[src/rtl/jtag_pkg.sv]
// rtl/jtag_pkg.sv - shared TAP state encoding, opcodes and IR capture pattern
// Contents:
//   tap_state_t  4-bit IEEE 1149.1 TAP state encoding
//   BYPASS       all-ones opcode (truncated to the IR width by the user)
//   IDCODE       identification register opcode
//   USERCODE     user code register opcode (decoded only with JTAG_USERCODE_EN)
//   IR_CAPTURE   low two bits loaded into the IR shifter in Capture-IR
package jtag_pkg;

  typedef enum logic [3:0] {
    EXIT2_DR = 4'h0,
    EXIT1_DR = 4'h1,
    SHIFT_DR = 4'h2,
    PAUSE_DR = 4'h3,
    SEL_IR   = 4'h4,
    UPD_DR   = 4'h5,
    CAP_DR   = 4'h6,
    SEL_DR   = 4'h7,
    EXIT2_IR = 4'h8,
    EXIT1_IR = 4'h9,
    SHIFT_IR = 4'hA,
    PAUSE_IR = 4'hB,
    RTI      = 4'hC,
    UPD_IR   = 4'hD,
    CAP_IR   = 4'hE,
    TLR      = 4'hF
  } tap_state_t;

  localparam logic [31:0] BYPASS   = 32'hFFFF_FFFF;
  localparam logic [31:0] IDCODE   = 32'h0000_0001;
  localparam logic [31:0] USERCODE = 32'h0000_0003;

  localparam logic [1:0] IR_CAPTURE = 2'b01;

endpackage

[src/rtl/tap_fsm.sv]
// rtl/tap_fsm.sv - 16-state TAP state register and next-state logic
// Ports:
//   i_tck     test clock, state advances on its rising edge
//   i_trst_n  asynchronous active-low reset to Test-Logic-Reset
//   i_tms     mode select
//   o_state   current TAP state
module tap_fsm
  import jtag_pkg::*;
(
  input  logic       i_tck,
  input  logic       i_trst_n,
  input  logic       i_tms,
  output tap_state_t o_state
);

  tap_state_t r_state;
  tap_state_t w_next;

  always_comb begin
    w_next = r_state;
    case (r_state)
      TLR:      w_next = i_tms ? TLR      : RTI;
      RTI:      w_next = i_tms ? SEL_DR   : RTI;
      SEL_DR:   w_next = i_tms ? SEL_IR   : CAP_DR;
      CAP_DR:   w_next = i_tms ? EXIT1_DR : SHIFT_DR;
      SHIFT_DR: w_next = i_tms ? EXIT1_DR : SHIFT_DR;
      EXIT1_DR: w_next = i_tms ? UPD_DR   : PAUSE_DR;
      PAUSE_DR: w_next = i_tms ? EXIT2_DR : PAUSE_DR;
      EXIT2_DR: w_next = i_tms ? UPD_DR   : SHIFT_DR;
      UPD_DR:   w_next = i_tms ? SEL_DR   : RTI;
      SEL_IR:   w_next = i_tms ? TLR      : CAP_IR;
      CAP_IR:   w_next = i_tms ? EXIT1_IR : SHIFT_IR;
      SHIFT_IR: w_next = i_tms ? EXIT1_IR : SHIFT_IR;
      EXIT1_IR: w_next = i_tms ? UPD_IR   : PAUSE_IR;
      PAUSE_IR: w_next = i_tms ? EXIT2_IR : PAUSE_IR;
      EXIT2_IR: w_next = i_tms ? UPD_IR   : SHIFT_IR;
      UPD_IR:   w_next = i_tms ? SEL_DR   : RTI;
      default:  w_next = TLR;
    endcase
  end

  always_ff @(posedge i_tck or negedge i_trst_n) begin
    if (!i_trst_n) begin
      r_state <= TLR;
    end else begin
      r_state <= w_next;
    end
  end

  assign o_state = r_state;

endmodule

[src/rtl/jtag_tap_controller.sv]
// rtl/jtag_tap_controller.sv - IEEE 1149.1 TAP controller with IR, bypass and DR controls
// Optional feature macro: JTAG_USERCODE_EN (adds usercode_tdo and the USERCODE opcode)
// Ports:
//   tck                 test clock
//   trst                asynchronous active-low reset
//   tms                 mode select, sampled on rising tck
//   tdi                 serial in (IR shifter, bypass register)
//   id_tdo              serial out of the identification register
//   usercode_tdo        serial out of the user code register (JTAG_USERCODE_EN only)
//   tdo / tdo_en        serial out and pad enable, both launched on falling tck
//   clockDR             gated tck for data registers (Capture-DR, Shift-DR)
//   captureDR/shiftDR   state decodes for data registers
//   updateDR            high during the low phase of tck in Update-DR
//   test_logic_reset_n  low while in Test-Logic-Reset
//   instr               current instruction
module jtag_tap_controller
  import jtag_pkg::*;
#(
  parameter int IR_WIDTH = 4
) (
  input  logic                tck,
  input  logic                trst,
  input  logic                tms,
  input  logic                tdi,
  input  logic                id_tdo,
`ifdef JTAG_USERCODE_EN
  input  logic                usercode_tdo,
`endif
  output logic                tdo,
  output logic                tdo_en,
  output logic                clockDR,
  output logic                captureDR,
  output logic                shiftDR,
  output logic                updateDR,
  output logic                test_logic_reset_n,
  output logic [IR_WIDTH-1:0] instr
);

  localparam logic [IR_WIDTH-1:0] L_IDCODE     = IDCODE[IR_WIDTH-1:0];
  localparam logic [IR_WIDTH-1:0] L_IR_CAPTURE = IR_WIDTH'(IR_CAPTURE);
`ifdef JTAG_USERCODE_EN
  localparam logic [IR_WIDTH-1:0] L_USERCODE   = USERCODE[IR_WIDTH-1:0];
`endif

  tap_state_t          w_state;
  logic [IR_WIDTH-1:0] r_ir_shift;
  logic [IR_WIDTH-1:0] r_instr;
  logic                r_bypass;
  logic                r_tdo;
  logic                r_tdo_en;
  logic                r_dr_clk_en;
  logic                r_tlr_n;
  logic                r_upd_dr;
  logic                w_tdo_next;
  logic                w_sel_idcode;
`ifdef JTAG_USERCODE_EN
  logic                w_sel_usercode;
`endif

  tap_fsm u_tap_fsm (
    .i_tck    (tck),
    .i_trst_n (trst),
    .i_tms    (tms),
    .o_state  (w_state)
  );

  // IR shifter: capture pattern lets a host check IR chain length and integrity
  always_ff @(posedge tck or negedge trst) begin
    if (!trst) begin
      r_ir_shift <= '0;
    end else if (w_state == CAP_IR) begin
      r_ir_shift <= L_IR_CAPTURE;
    end else if (w_state == SHIFT_IR) begin
      r_ir_shift <= {tdi, r_ir_shift[IR_WIDTH-1:1]};
    end
  end

  // Instruction changes on falling tck so it is stable across the next rising edge
  always_ff @(negedge tck or negedge trst) begin
    if (!trst) begin
      r_instr <= L_IDCODE;
    end else if (w_state == TLR) begin
      r_instr <= L_IDCODE;
    end else if (w_state == UPD_IR) begin
      r_instr <= r_ir_shift;
    end
  end

  always_ff @(posedge tck or negedge trst) begin
    if (!trst) begin
      r_bypass <= 1'b0;
    end else if (w_state == CAP_DR) begin
      r_bypass <= 1'b0;
    end else if (w_state == SHIFT_DR) begin
      r_bypass <= tdi;
    end
  end

  // Unknown opcodes fall through to the bypass bit
  assign w_sel_idcode = (r_instr == L_IDCODE);
`ifdef JTAG_USERCODE_EN
  assign w_sel_usercode = (r_instr == L_USERCODE);
`endif

  always_comb begin
    w_tdo_next = 1'b0;
    if (w_state == SHIFT_IR) begin
      w_tdo_next = r_ir_shift[0];
    end else if (w_state == SHIFT_DR) begin
      if (w_sel_idcode) begin
        w_tdo_next = id_tdo;
`ifdef JTAG_USERCODE_EN
      end else if (w_sel_usercode) begin
        w_tdo_next = usercode_tdo;
`endif
      end else begin
        w_tdo_next = r_bypass;
      end
    end
  end

  // Falling-edge outputs: tdo retiming, pad enable, DR clock gate, reset flag, update strobe
  always_ff @(negedge tck or negedge trst) begin
    if (!trst) begin
      r_tdo       <= 1'b0;
      r_tdo_en    <= 1'b0;
      r_dr_clk_en <= 1'b0;
      r_tlr_n     <= 1'b0;
      r_upd_dr    <= 1'b0;
    end else begin
      r_tdo       <= w_tdo_next;
      r_tdo_en    <= (w_state == SHIFT_IR) || (w_state == SHIFT_DR);
      r_dr_clk_en <= (w_state == CAP_DR) || (w_state == SHIFT_DR);
      r_tlr_n     <= (w_state != TLR);
      r_upd_dr    <= (w_state == UPD_DR);
    end
  end

  // Enable only changes while tck is low, so the AND cannot chop a high phase
  assign clockDR            = tck & r_dr_clk_en;
  assign updateDR           = r_upd_dr & ~tck;
  assign captureDR          = (w_state == CAP_DR);
  assign shiftDR            = (w_state == SHIFT_DR);
  assign tdo                = r_tdo;
  assign tdo_en             = r_tdo_en;
  assign test_logic_reset_n = r_tlr_n;
  assign instr              = r_instr;

endmodule

[config.mk]
export PLATFORM = sky130hd
export DESIGN_NAME = jtag_tap_controller
export DESIGN_NICKNAME = d
export VERILOG_FILES = /design/src/rtl/jtag_pkg.sv /design/src/rtl/tap_fsm.sv /design/src/rtl/jtag_tap_controller.sv
export SDC_FILE = /design/constraint.sdc
export NUM_CORES = 1
export LEC_CHECK = 0
export ABC_AREA = 1
export CORE_MARGIN = 2
export CORE_UTILIZATION = 45
export CTS_BUF_LIST = sky130_fd_sc_hd__clkbuf_16
export DETAILED_ROUTE_END_ITERATION = 7
export PLACE_DENSITY = 0.7
export SKIP_CTS_REPAIR_TIMING = 1
export SYNTH_ARGS = -nofsm -noshare
export SYNTH_HDL_FRONTEND = slang
export SYNTH_HIERARCHICAL = 1
export SYNTH_SLANG_ARGS = --single-unit
[constraint.sdc]
create_clock -name tck -period 1.63 [get_ports tck]
set_clock_uncertainty 0.2 [all_clocks]
set_input_delay 0.326 -clock tck [delete_from_list [all_inputs] [get_ports tck]]
set_output_delay 0.326 -clock tck [all_outputs]
set_load 0.01 [all_outputs]
# [Word level (Yosys, flattened, before mapping)]
# Cells that the tools add are included.
[op_classes] eq_ne=17 bitwise_logic=3 reduce_logical=9 n_mux=22
[ops] op="$pmux W4 S12" count=1
[ops] op="$eq A4 B4 Y1 const B" count=8
[ops] op="$mux W4" count=5
[ops] op="$eq A4 B3 Y1 const B" count=4
[ops] op="$mux W2" count=6
[ops] op="$mux W3" count=4
[ops] op="$eq A4 B1 Y1 const B" count=2
[ops] op="$eq A4 B2 Y1 const B" count=2
[ops] op="$mux W1" count=6
[ops] op="$reduce_bool A2 Y1" count=3
[ops] op="$logic_not A4 Y1" count=1
[ops] op="$ne A4 B4 Y1 const B" count=1
[ops] op="$reduce_or A2 Y1" count=2
[ops] op="$reduce_or A3 Y1" count=1
[ops] op="$and A1 B1 Y1" count=2
[ops] op="$logic_or A1 B1 Y1" count=2
[ops] op="$not A1 Y1" count=1
[totals] in_bits=5 out_inout_bits=11 ff_bits=18

# [Depth between registers and ports, before layout]
# Gate-level depths: netlist of run 1.
[logic_depth] word_depth=4 mapped_depth=7 depth_no_buf=7

# [By module]
# The synthesis of run 1 kept the hierarchy.
[by_module_without_submodules] mod="jtag_tap_controller" n_inst=1 seq_area_each_um2=351.6 cells_each=68 area_each_um2=635.6
[by_module_without_submodules] mod="tap_fsm" n_inst=1 seq_area_each_um2=105.1 cells_each=47 area_each_um2=290.3

==> results of run 1 <==
## worst max path at each step
stage | start | to | depth (start not counted) | slack [ns]
after floorplan | u_tap_fsm/o_state[3] | instr[1] | 5 | -0.60
after global placement | instr[0] | instr[0] | 1 | -0.74
after detailed placement | instr[0] | instr[0] | 1 | -0.74
after CTS | instr[0] | instr[0] | 1 | -1.21
after global routing | instr[0] | instr[0] | 1 | -0.82
final | instr[0] | instr[0] | 1 | -0.79
## per-layer routing
| layer | GRT usage | vias up | routed length [µm] | share of wire |
|---|---|---|---|---|
| met4 | 0.167 | 0 | 90 | 0.032 |
| li1 | - | 472 | - | - |
| met5 | 0 | - | 0 | 0 |
| met1 | 0.238 | 476 | 1150 | 0.41 |
| met2 | 0.405 | 26 | 1420 | 0.51 |
| met3 | 0.107 | 11 | 122 | 0.044 |
## registers in the layout (all words and copies together) (netlist names)
name,count
tdo,1
r_upd_dr,1
r_bypass,1
test_logic_reset_n,1
u_tap_fsm/o_state,4
r_dr_clk_en,1
r_ir_shift,4
tdo_en,1
instr,4
## power by group
part	switching [W]	internal [W]
logic	0.000971	0.000833
clock network	0.000278	0.000779
registers	0.000128	0.000693
total	0.00138	0.00230
## through the flow
stage               instances  setup TNS [ns]   util  power, W  hold WS [ns]
CTS                       187          -14.84  0.751   0.00332         0.136
finish                    195          -10.76  0.812   0.00368         0.127
detailed placement        178          -11.57  0.657   0.00227         0.301
global placement          178          -11.46  0.657   0.00222         0.293
global route              195          -11.64  0.812   0.00391         0.166
floorplan                 115           -5.59      -   0.00162        -0.170
## cell type report
| class | count | area (µm²) | share of cell area |
|---|---|---|---|
| multi-input cells | 76 | 453 | 0.287 |
| inverters | 18 | 72.6 | 0.0460 |
| clock buffers | 9 | 191 | 0.121 |
| well taps | 27 | 33.8 | 0.0214 |
| clock inverters | 4 | 15.0 | 0.00952 |
| repair buffers | 43 | 354 | 0.225 |
| flip-flops and latches | 18 | 457 | 0.290 |
## logic make-up (layout without fill, tap and decap cells)
logic type	count (synthesis)	after routing
buf+inv	21	74
flops	18	18
compound gates	18	18
simple gates	58	58
## layout by cell type, fill, tap and decap left out, types with 3 or more instances in the layout
cell type and instances:
buf_2 8, o21ai_0 4, dfstp_2 5, inv_2 5, clkdlybuf4s50_1 4, nor2_2 5
nor2_4 4, buf_4 24, nand3_1 8, nor2_1 11, clkbuf_16 7, nand4_1 3
dfrtn_1 8, o22ai_1 3, nand2_1 20, inv_1 15, o21a_1 3, dfrtp_1 5
o21ai_1 4, buf_6 8
==> results.md, run 1 <==
- Initial antenna violation count: 0
- Drt via density: 5.05
- Status: finished, violations left
- Peak VDD IR: 0.00141 V
- Routability cong.: 0.833
- Worst slack, placed: -0.743 ns
- Fraction of layout cells with a size suffix above 1: 0.464
- Worst slew margin: 0.854
- Final setup fails: 26
- Critical path's top delay family: flip-flops
- Most used DFF post-synth: dfrtn_1
- PwrDens: 2340 nW/µm²
- Die W: 49.4 µm
- Top-count cell post-synth: nand2_1
- R2r startpoint: u_tap_fsm/o_state[2]
- Post-synthesis compound-gate area fraction: 0.112
- Synth Cell Area: 926 µm²
- Vias post-DR: 985
- Final Instance Area: 1580 µm²
- Synth top cells by count: nand2_1 (22), inv_1 (19), nor2_1 (13)
- Critical Path RT: 1.10 ns
- Yosys reg bits: 18
- CP arrival: 1.89 ns
- Crit path cell chain: buf_6
- Die height: 49.4 µm
- Max cap viols: 0
- Final Max Tran Viols: 0
- Register area share after synthesis: 0.493
- Tightest Hold Check Type: input pin to async pin
- Failing checks: negative setup slack
- Initial Util: 0.477
- Unrepaired setup endpoints after global routing: true
- Routed Antenna Nets: 0
- Router iterations before antenna repair: 4
- Core Rows: 16
- Synth warn: 6
- Largest cells by area after synthesis: dfrtn_1 (22%), dfstp_2 (14%), dfrtp_1 (14%)
- WS Path Type: register to primary output
- Mux contribution to synthesized area: 0
- CP max-delay cell: dfstp_2
- Fillers: 124
- Pleak: 0.790 nW
- Largest family of logic cells by synthesized area: simple AND/OR/NAND/NOR gates
- Routed length per instance: 14.3 µm
- Final hold violation count: 0
- Ys async rst share: 1.00
- IO Pins: 16
- Synth Area in XOR/XNOR: 0
- Port Buffer Count: 15
- Area Overhead vs Synth: 70.3%
- Worst Setup Slack, final: -0.785 ns
- Cells on worst reg2reg path: 5
- Initial DRC Count: 12
- Cells after Synth: 115
- Area post-placement: 1270 µm²
- Synth Area in Adders: 0
- Worst Path Max Fanout: 2
- Worst-path clk slew: 0.05 ns
- Top-area cell type share of the netlist area: 0.216
- Die ar.: 2440 µm²
- Remaining DRCs: 0
- Area leader, netlist: dfrtn_1
- Worst skew pair latency: 0.46 ns
- Setup crit start kind: register
- Gr usage total: 0.242
- Buf+Inv Stages, Crit Path: 1
- Worst Setup End Kind: primary output
- Worst Tran Pin Value: 0.218 ns
- Mean Syn Cell Area: 8.05 µm²
- Core ar.: 1940 µm²
- N_diodes: 0
- Distinct cells, synth: 22
- Post-Synth Simple-Gate Area: 0.305
- First-pass GRT wire length: 4220 µm
- Worst flop-to-flop path endpoint: instr[1]
- Biggest cell delay along the critical path: 0.52 ns
- Nets: 173
- Pin count of the biggest net entering global routing: 11
- Vias in the first global route: 1022
- Synthesized net count: 120
- Post-synth EDFFs: 0
- CTS tree: yes
- Final Routed Wirelength: 2790 µm
- Grt ovf: 0
- Hpwl dp: 1600 µm
- Worst reg-to-reg setup slack: -0.59 ns
(Power assumes the default switching activity.)
==> run 2: changes to the inputs <==
--- a/config.mk
+++ b/config.mk
@@ -10,7 +10,9 @@
 export CORE_UTILIZATION = 45
 export CTS_BUF_LIST = sky130_fd_sc_hd__clkbuf_16
 export DETAILED_ROUTE_END_ITERATION = 7
+export GPL_TIMING_DRIVEN = 0
 export PLACE_DENSITY = 0.7
+export RECOVER_POWER = 100
 export SKIP_CTS_REPAIR_TIMING = 1
 export SYNTH_ARGS = -nofsm -noshare
 export SYNTH_HDL_FRONTEND = slang
==> run 2 against run 1 <==
  * The flow still finishes with violations (negative setup slack)
  * Wire length grew 12%
  * Count of clock-buffer cells in the layout is the same
  * Clock power grew 4%
  * Hold slack gained 0.065 ns
  * Sequential share of layout area grew 0.78 points
  * Total power grew 2.9%
  * Combinational power grew 2%
  * Critical endpoint unchanged
  * Sequential cell count is the same
==> results.md, run 2 (same netlist as run 1, synthesis figures left out) <==
- Initial antenna violation count: 0 (unchanged)
- Routed Antenna Nets: 0 (unchanged)
- Drt via density: 5.40 (+7.0%)
- Worst slack, placed: -0.744 ns (-0.00136 ns)
- Gr usage total: 0.225 (-0.0178)
- Die height: 49.4 µm (unchanged)
- Final Routed Wirelength: 3130 µm (+12%)
- CTS tree: yes
- N_diodes: 0 (unchanged)
- Router iterations before antenna repair: 4 (unchanged)
- Worst flop-to-flop path endpoint: instr[2]
- Commonest non-fill, non-tap cell in the layout: nand2_1
- Fraction of layout cells with a size suffix above 1: 0.447 (-0.0171)
- CP max-delay cell: dfstp_2
- Critical path's top delay family: flip-flops
- Setup crit start kind: register
- Initial DRC Count: 31 (+19)
- Final setup fails: 22 (-15%)
- Worst reg-to-reg setup slack: -0.70 ns (-0.11 ns)
- IO Pins: 16 (unchanged)
- Port Buffer Count: 15 (unchanged)
- Setup_tns: -11.51 ns (-0.756 ns)
- Area post-placement: 1120 µm² (-12%)
- Tightest Hold Check Type: input pin to async pin
- Pleak: 0.754 nW (-4.5%)
- Worst-path clk slew: 0.06 ns (about the same)
- Worst Path Max Fanout: 2 (unchanged)
- Max cap viols: 0 (unchanged)
- PwrDens: 2470 nW/µm² (+5.7%)
- Final Max Tran Viols: 0 (unchanged)
- Die ar.: 2440 µm² (unchanged)
- Worst Setup Slack, final: -0.812 ns (-0.0271 ns)
- CP arrival: 1.92 ns (+0.03 ns)
- Final hold violation count: 0 (unchanged)
- Routed length per instance: 16.7 µm (+17%)
- Die W: 49.4 µm (unchanged)
- Final Instance Area: 1540 µm² (-2.6%)
- Cells on worst reg2reg path: 5 (unchanged)
- Vias in the first global route: 923 (-9.7%)
- Grt ovf: 0 (unchanged)
- Final Util: 0.791 (-0.0213)
- Worst Setup End Kind: primary output
- Core ar.: 1940 µm² (unchanged)
- Failing checks: negative setup slack
- Remaining DRCs: 0 (unchanged)
- Worst skew pair latency: 0.47 ns (about the same)
- Status: finished, violations left
- Buf+Inv Stages, Crit Path: 1 (unchanged)
- R2r startpoint: u_tap_fsm/o_state[3]
- Critical Path RT: 1.10 ns (about the same)
- Core Rows: 16 (unchanged)
- Pin count of the biggest net entering global routing: 19 (+8)
- Routability cong.: 0.821 (-1.5%)
- Pwr Total: 0.00379 W (+2.9%)
- Hpwl dp: 1410 µm (-12%)
- Crit path cell chain: buf_6
- Nets: 166 (-4.0%)
- Worst setup path startpoint: instr[0]
- First-pass GRT wire length: 3840 µm (-9.0%)
- Worst slew margin: 0.496 (-0.358)
- Worst Tran Pin Value: 0.756 ns (+0.537 ns)
- Peak VDD IR: 0.00173 V (+23%)
- Initial Util: 0.477 (unchanged)
- Unrepaired setup endpoints after global routing: true
- Biggest cell delay along the critical path: 0.53 ns (about the same)
- Vias post-DR: 1016 (+3.1%)
- Area Overhead vs Synth: 65.8%
- Most frequent cells in the layout: nand2_1 (20), inv_1 (14), buf_6 (13), buf_4 (11), nor2_1 (10)
- WS Path Type: register to primary output
run 2: layer usage:
metal,global-route usage,vias to the layer above,wire [µm]
met5,0,-,0
met2,0.351,41,1620
li1,-,457,-
met1,0.212,505,1240
met4,0.243,0,122
met3,0.0890,13,153
run 2: metrics by stage:
step,hold slack (ns),std cells
global placement,0.262,157
floorplan,-0.170,115
CTS,0.250,166
finish,0.192,188
detailed placement,0.275,157
global route,0.287,188
run 2: worst max path at each step:
stage	depth (start not counted)	endpoint
floorplan	5	instr[1]
global placement	1	instr[0]
detailed placement	1	instr[0]
CTS	1	instr[0]
global route	1	instr[0]
finish	1	instr[0]
run 2: report_power, final:
part           total (W)  switching, W  leakage [nW]  internal (W)
clock network    0.00110      0.000319         0.123      0.000781
logic            0.00184      0.000986         0.414      0.000853
registers       0.000850      0.000156         0.217      0.000693
run 2: layout make-up:
| cell class | count | area [µm²] |
|---|---|---|
| Multi-Input combinational cell | 76 | 437 |
| Buffer | 1 | 11.3 |
| Timing Repair Buffer | 35 | 315 |
| Sequential cell | 18 | 457 |
| Clock inverter | 4 | 15.0 |
| Clock buffer | 9 | 191 |
| Inverter | 18 | 75.1 |
| Tap cell | 27 | 33.8 |
| Fill cell | 105 | 407 |
==> run 3: changes to the inputs <==
--- a/config.mk
+++ b/config.mk
@@ -12,7 +12,7 @@
 export DETAILED_ROUTE_END_ITERATION = 7
 export GPL_TIMING_DRIVEN = 0
 export PLACE_DENSITY = 0.7
-export RECOVER_POWER = 100
+export RECOVER_POWER = 25
 export SKIP_CTS_REPAIR_TIMING = 1
 export SYNTH_ARGS = -nofsm -noshare
 export SYNTH_HDL_FRONTEND = slang
==> constraint.sdc (replaced) <==
create_clock -name tck -period 1.63 [get_ports tck]
set_clock_uncertainty 0.2 [all_clocks]
set_input_delay 0.2445 -clock tck [delete_from_list [all_inputs] [get_ports tck]]
set_output_delay 0.2445 -clock tck [all_outputs]
set_load 0.01 [all_outputs]
==> run 3 against run 2 <==
  * The flow still finishes with violations (negative setup slack)
  * First-iteration DRC count rose by 23%
  * Sequential power hardly changed
  * Final cell count did not move
  * Global-route usage is the same
  * Total power rose by 0.84%
  * Sequential cell count unchanged
  * Die area unchanged
  * Register-to-register slack gained 0.03 ns
  * Largest power group unchanged
  * Wire length fell by 2.6%
  * Setup slack improved by 0.072 ns
  * Clock power barely moved
  * Critical path type unchanged
==> results.md, run 3 (same netlist as run 1, synthesis figures left out) <==
- Status: finished, violations left
- Failing checks: negative setup slack
- Initial antenna violation count: 0 (unchanged)
- Setup crit start kind: register
- Worst Setup End Kind: primary output
- Vias in the first global route: 923 (unchanged)
- Vias post-DR: 1001 (-1.5%)
- CTS tree: yes
- Peak VDD IR: 0.00183 V (+5.5%)
- Fillers: 109 (+3.8%)
- Nets: 166 (unchanged)
- Routed Antenna Nets: 0 (unchanged)
- Final hold violation count: 0 (unchanged)
- IO Pins: 16 (unchanged)
- Area Overhead vs Synth: 66.8%
- Grt ovf: 0 (unchanged)
- Router iterations before antenna repair: 4 (unchanged)
- Routability cong.: 0.821 (unchanged)
- Routed length per instance: 16.2 µm (-2.6%)
- Commonest non-fill, non-tap cell in the layout: nand2_1
- Pin count of the biggest net entering global routing: 19 (unchanged)
- First-pass GRT wire length: 3840 µm (unchanged)
- Critical Path RT: 1.19 ns (+0.09 ns)
- N_diodes: 0 (unchanged)
- Min Hold Slack: 0.0991 ns (-0.0928 ns)
- Die height: 49.4 µm (unchanged)
- Placed cells: 157 (unchanged)
- PwrDens: 2470 nW/µm² (+0.26%)
- Final Max Tran Viols: 0 (unchanged)
- Register area: 457 µm² (unchanged)
- Final setup fails: 22 (unchanged)
- Worst Tran Pin Value: 0.743 ns (-0.0128 ns)
- Worst slew margin: 0.505 (+0.00850)
- Core ar.: 1940 µm² (unchanged)
- Worst Setup Slack, final: -0.740 ns (+0.0721 ns)
- Initial Util: 0.477 (unchanged)
- Initial DRC Count: 38 (+23%)
- Drt via density: 5.32 (-1.5%)
- Max cap viols: 0 (unchanged)
- Unrepaired setup endpoints after global routing: true
- Crit path cell chain: buf_6
- Buf+Inv Stages, Crit Path: 1 (unchanged)
- Tightest Hold Check Type: input pin to async pin
- CP arrival: 1.93 ns (about the same)
- Cell Count, Final, Fillers Out: 188 (unchanged)
- Pleak: 0.758 nW (+0.51%)
- WS Path Type: register to primary output
- Port Buffer Count: 15 (unchanged)
- Area of the multi-input gates: 437 µm² (unchanged)
- CP max-delay cell: dfstp_2
- Most frequent cells in the layout: nand2_1 (20), inv_1 (14), buf_6 (12), buf_4 (11), nor2_1 (10)
- Gr usage total: 0.225 (unchanged)
- Core Rows: 16 (unchanged)
- Critical path's top delay family: flip-flops
- Die ar.: 2440 µm² (unchanged)
- Die W: 49.4 µm (unchanged)
- Hpwl dp: 1410 µm (unchanged)
- Pwr Total: 0.00382 W (+0.84%)
- Worst skew pair latency: 0.47 ns (about the same)
- Worst-path clk slew: 0.06 ns (about the same)
- Final Routed Wirelength: 3050 µm (-2.6%)
- Biggest cell delay along the critical path: 0.54 ns (about the same)
- Remaining DRCs: 0 (unchanged)
- Fraction of layout cells with a size suffix above 1: 0.447 (unchanged)
- Worst Path Max Fanout: 2 (unchanged)
run 3: cell counts in the layout (fill, tap and decap cells not counted):
No cell type changed its count.
run 3: metal layers:
layer / routed length (µm) / part of all wire / track usage
met5: 0 / 0 / 0
met2: 1530 / 0.50 / 0.351
met4: 98 / 0.032 / 0.243
met3: 170 / 0.056 / 0.0890
met1: 1250 / 0.41 / 0.212
run 3: final cells by class:
cell class / count / share of cell area
Sequential cell: 18 / 0.296
Multi-Input combinational cell: 76 / 0.283
Timing Repair Buffer: 35 / 0.210
Clock buffer: 9 / 0.124
Inverter: 18 / 0.0486
Tap cell: 27 / 0.0219
Clock inverter: 4 / 0.00972
Buffer: 1 / 0.00729
run 3: worst reg2reg max path: cells and delay by family, from the launching register on:
family	cells	cell delay [ns]
AOI/OAI and AO/OA	2	0.24
buffers and inverters	1	0.14
DFF	1	0.57
and+or+nand+nor	2	0.25
run 3: worst paths after layout:
check,start,to,slack [ns],cells after the start
min in group tck,instr[1],instr[1],0.27,1
worst max-delay path,instr[0],instr[0],-0.74,1
worst max register to register,u_tap_fsm/o_state[3],instr[2],-0.67,5
worst min-delay path,trst,u_tap_fsm/o_state[2],0.1,1
worst min register to register,instr[1],instr[1],0.27,1
max in group asynchronous,trst,r_bypass,0.35,2
run 3: where the power goes:
group | switching (W) | internal [W] | total, W
sequential | 0.000155 | 0.000694 | 0.000849
combinational | 0.000987 | 0.000876 | 0.00186
clock | 0.000327 | 0.000781 | 0.00111
total | 0.00147 | 0.00235 | 0.00382
run 3: per-stage QoR:
step	cell area, µm²	setup TNS [ns]	worst slack (ns)	utilization
finish	1540	-10.57	-0.740	0.795
global route	1540	-11.21	-0.748	0.795
CTS	1300	-16.61	-1.13	0.671
detailed placement	1120	-15.94	-0.687	0.577
global placement	1120	-15.54	-0.700	0.577
floorplan	937	-4.85	-0.596	-
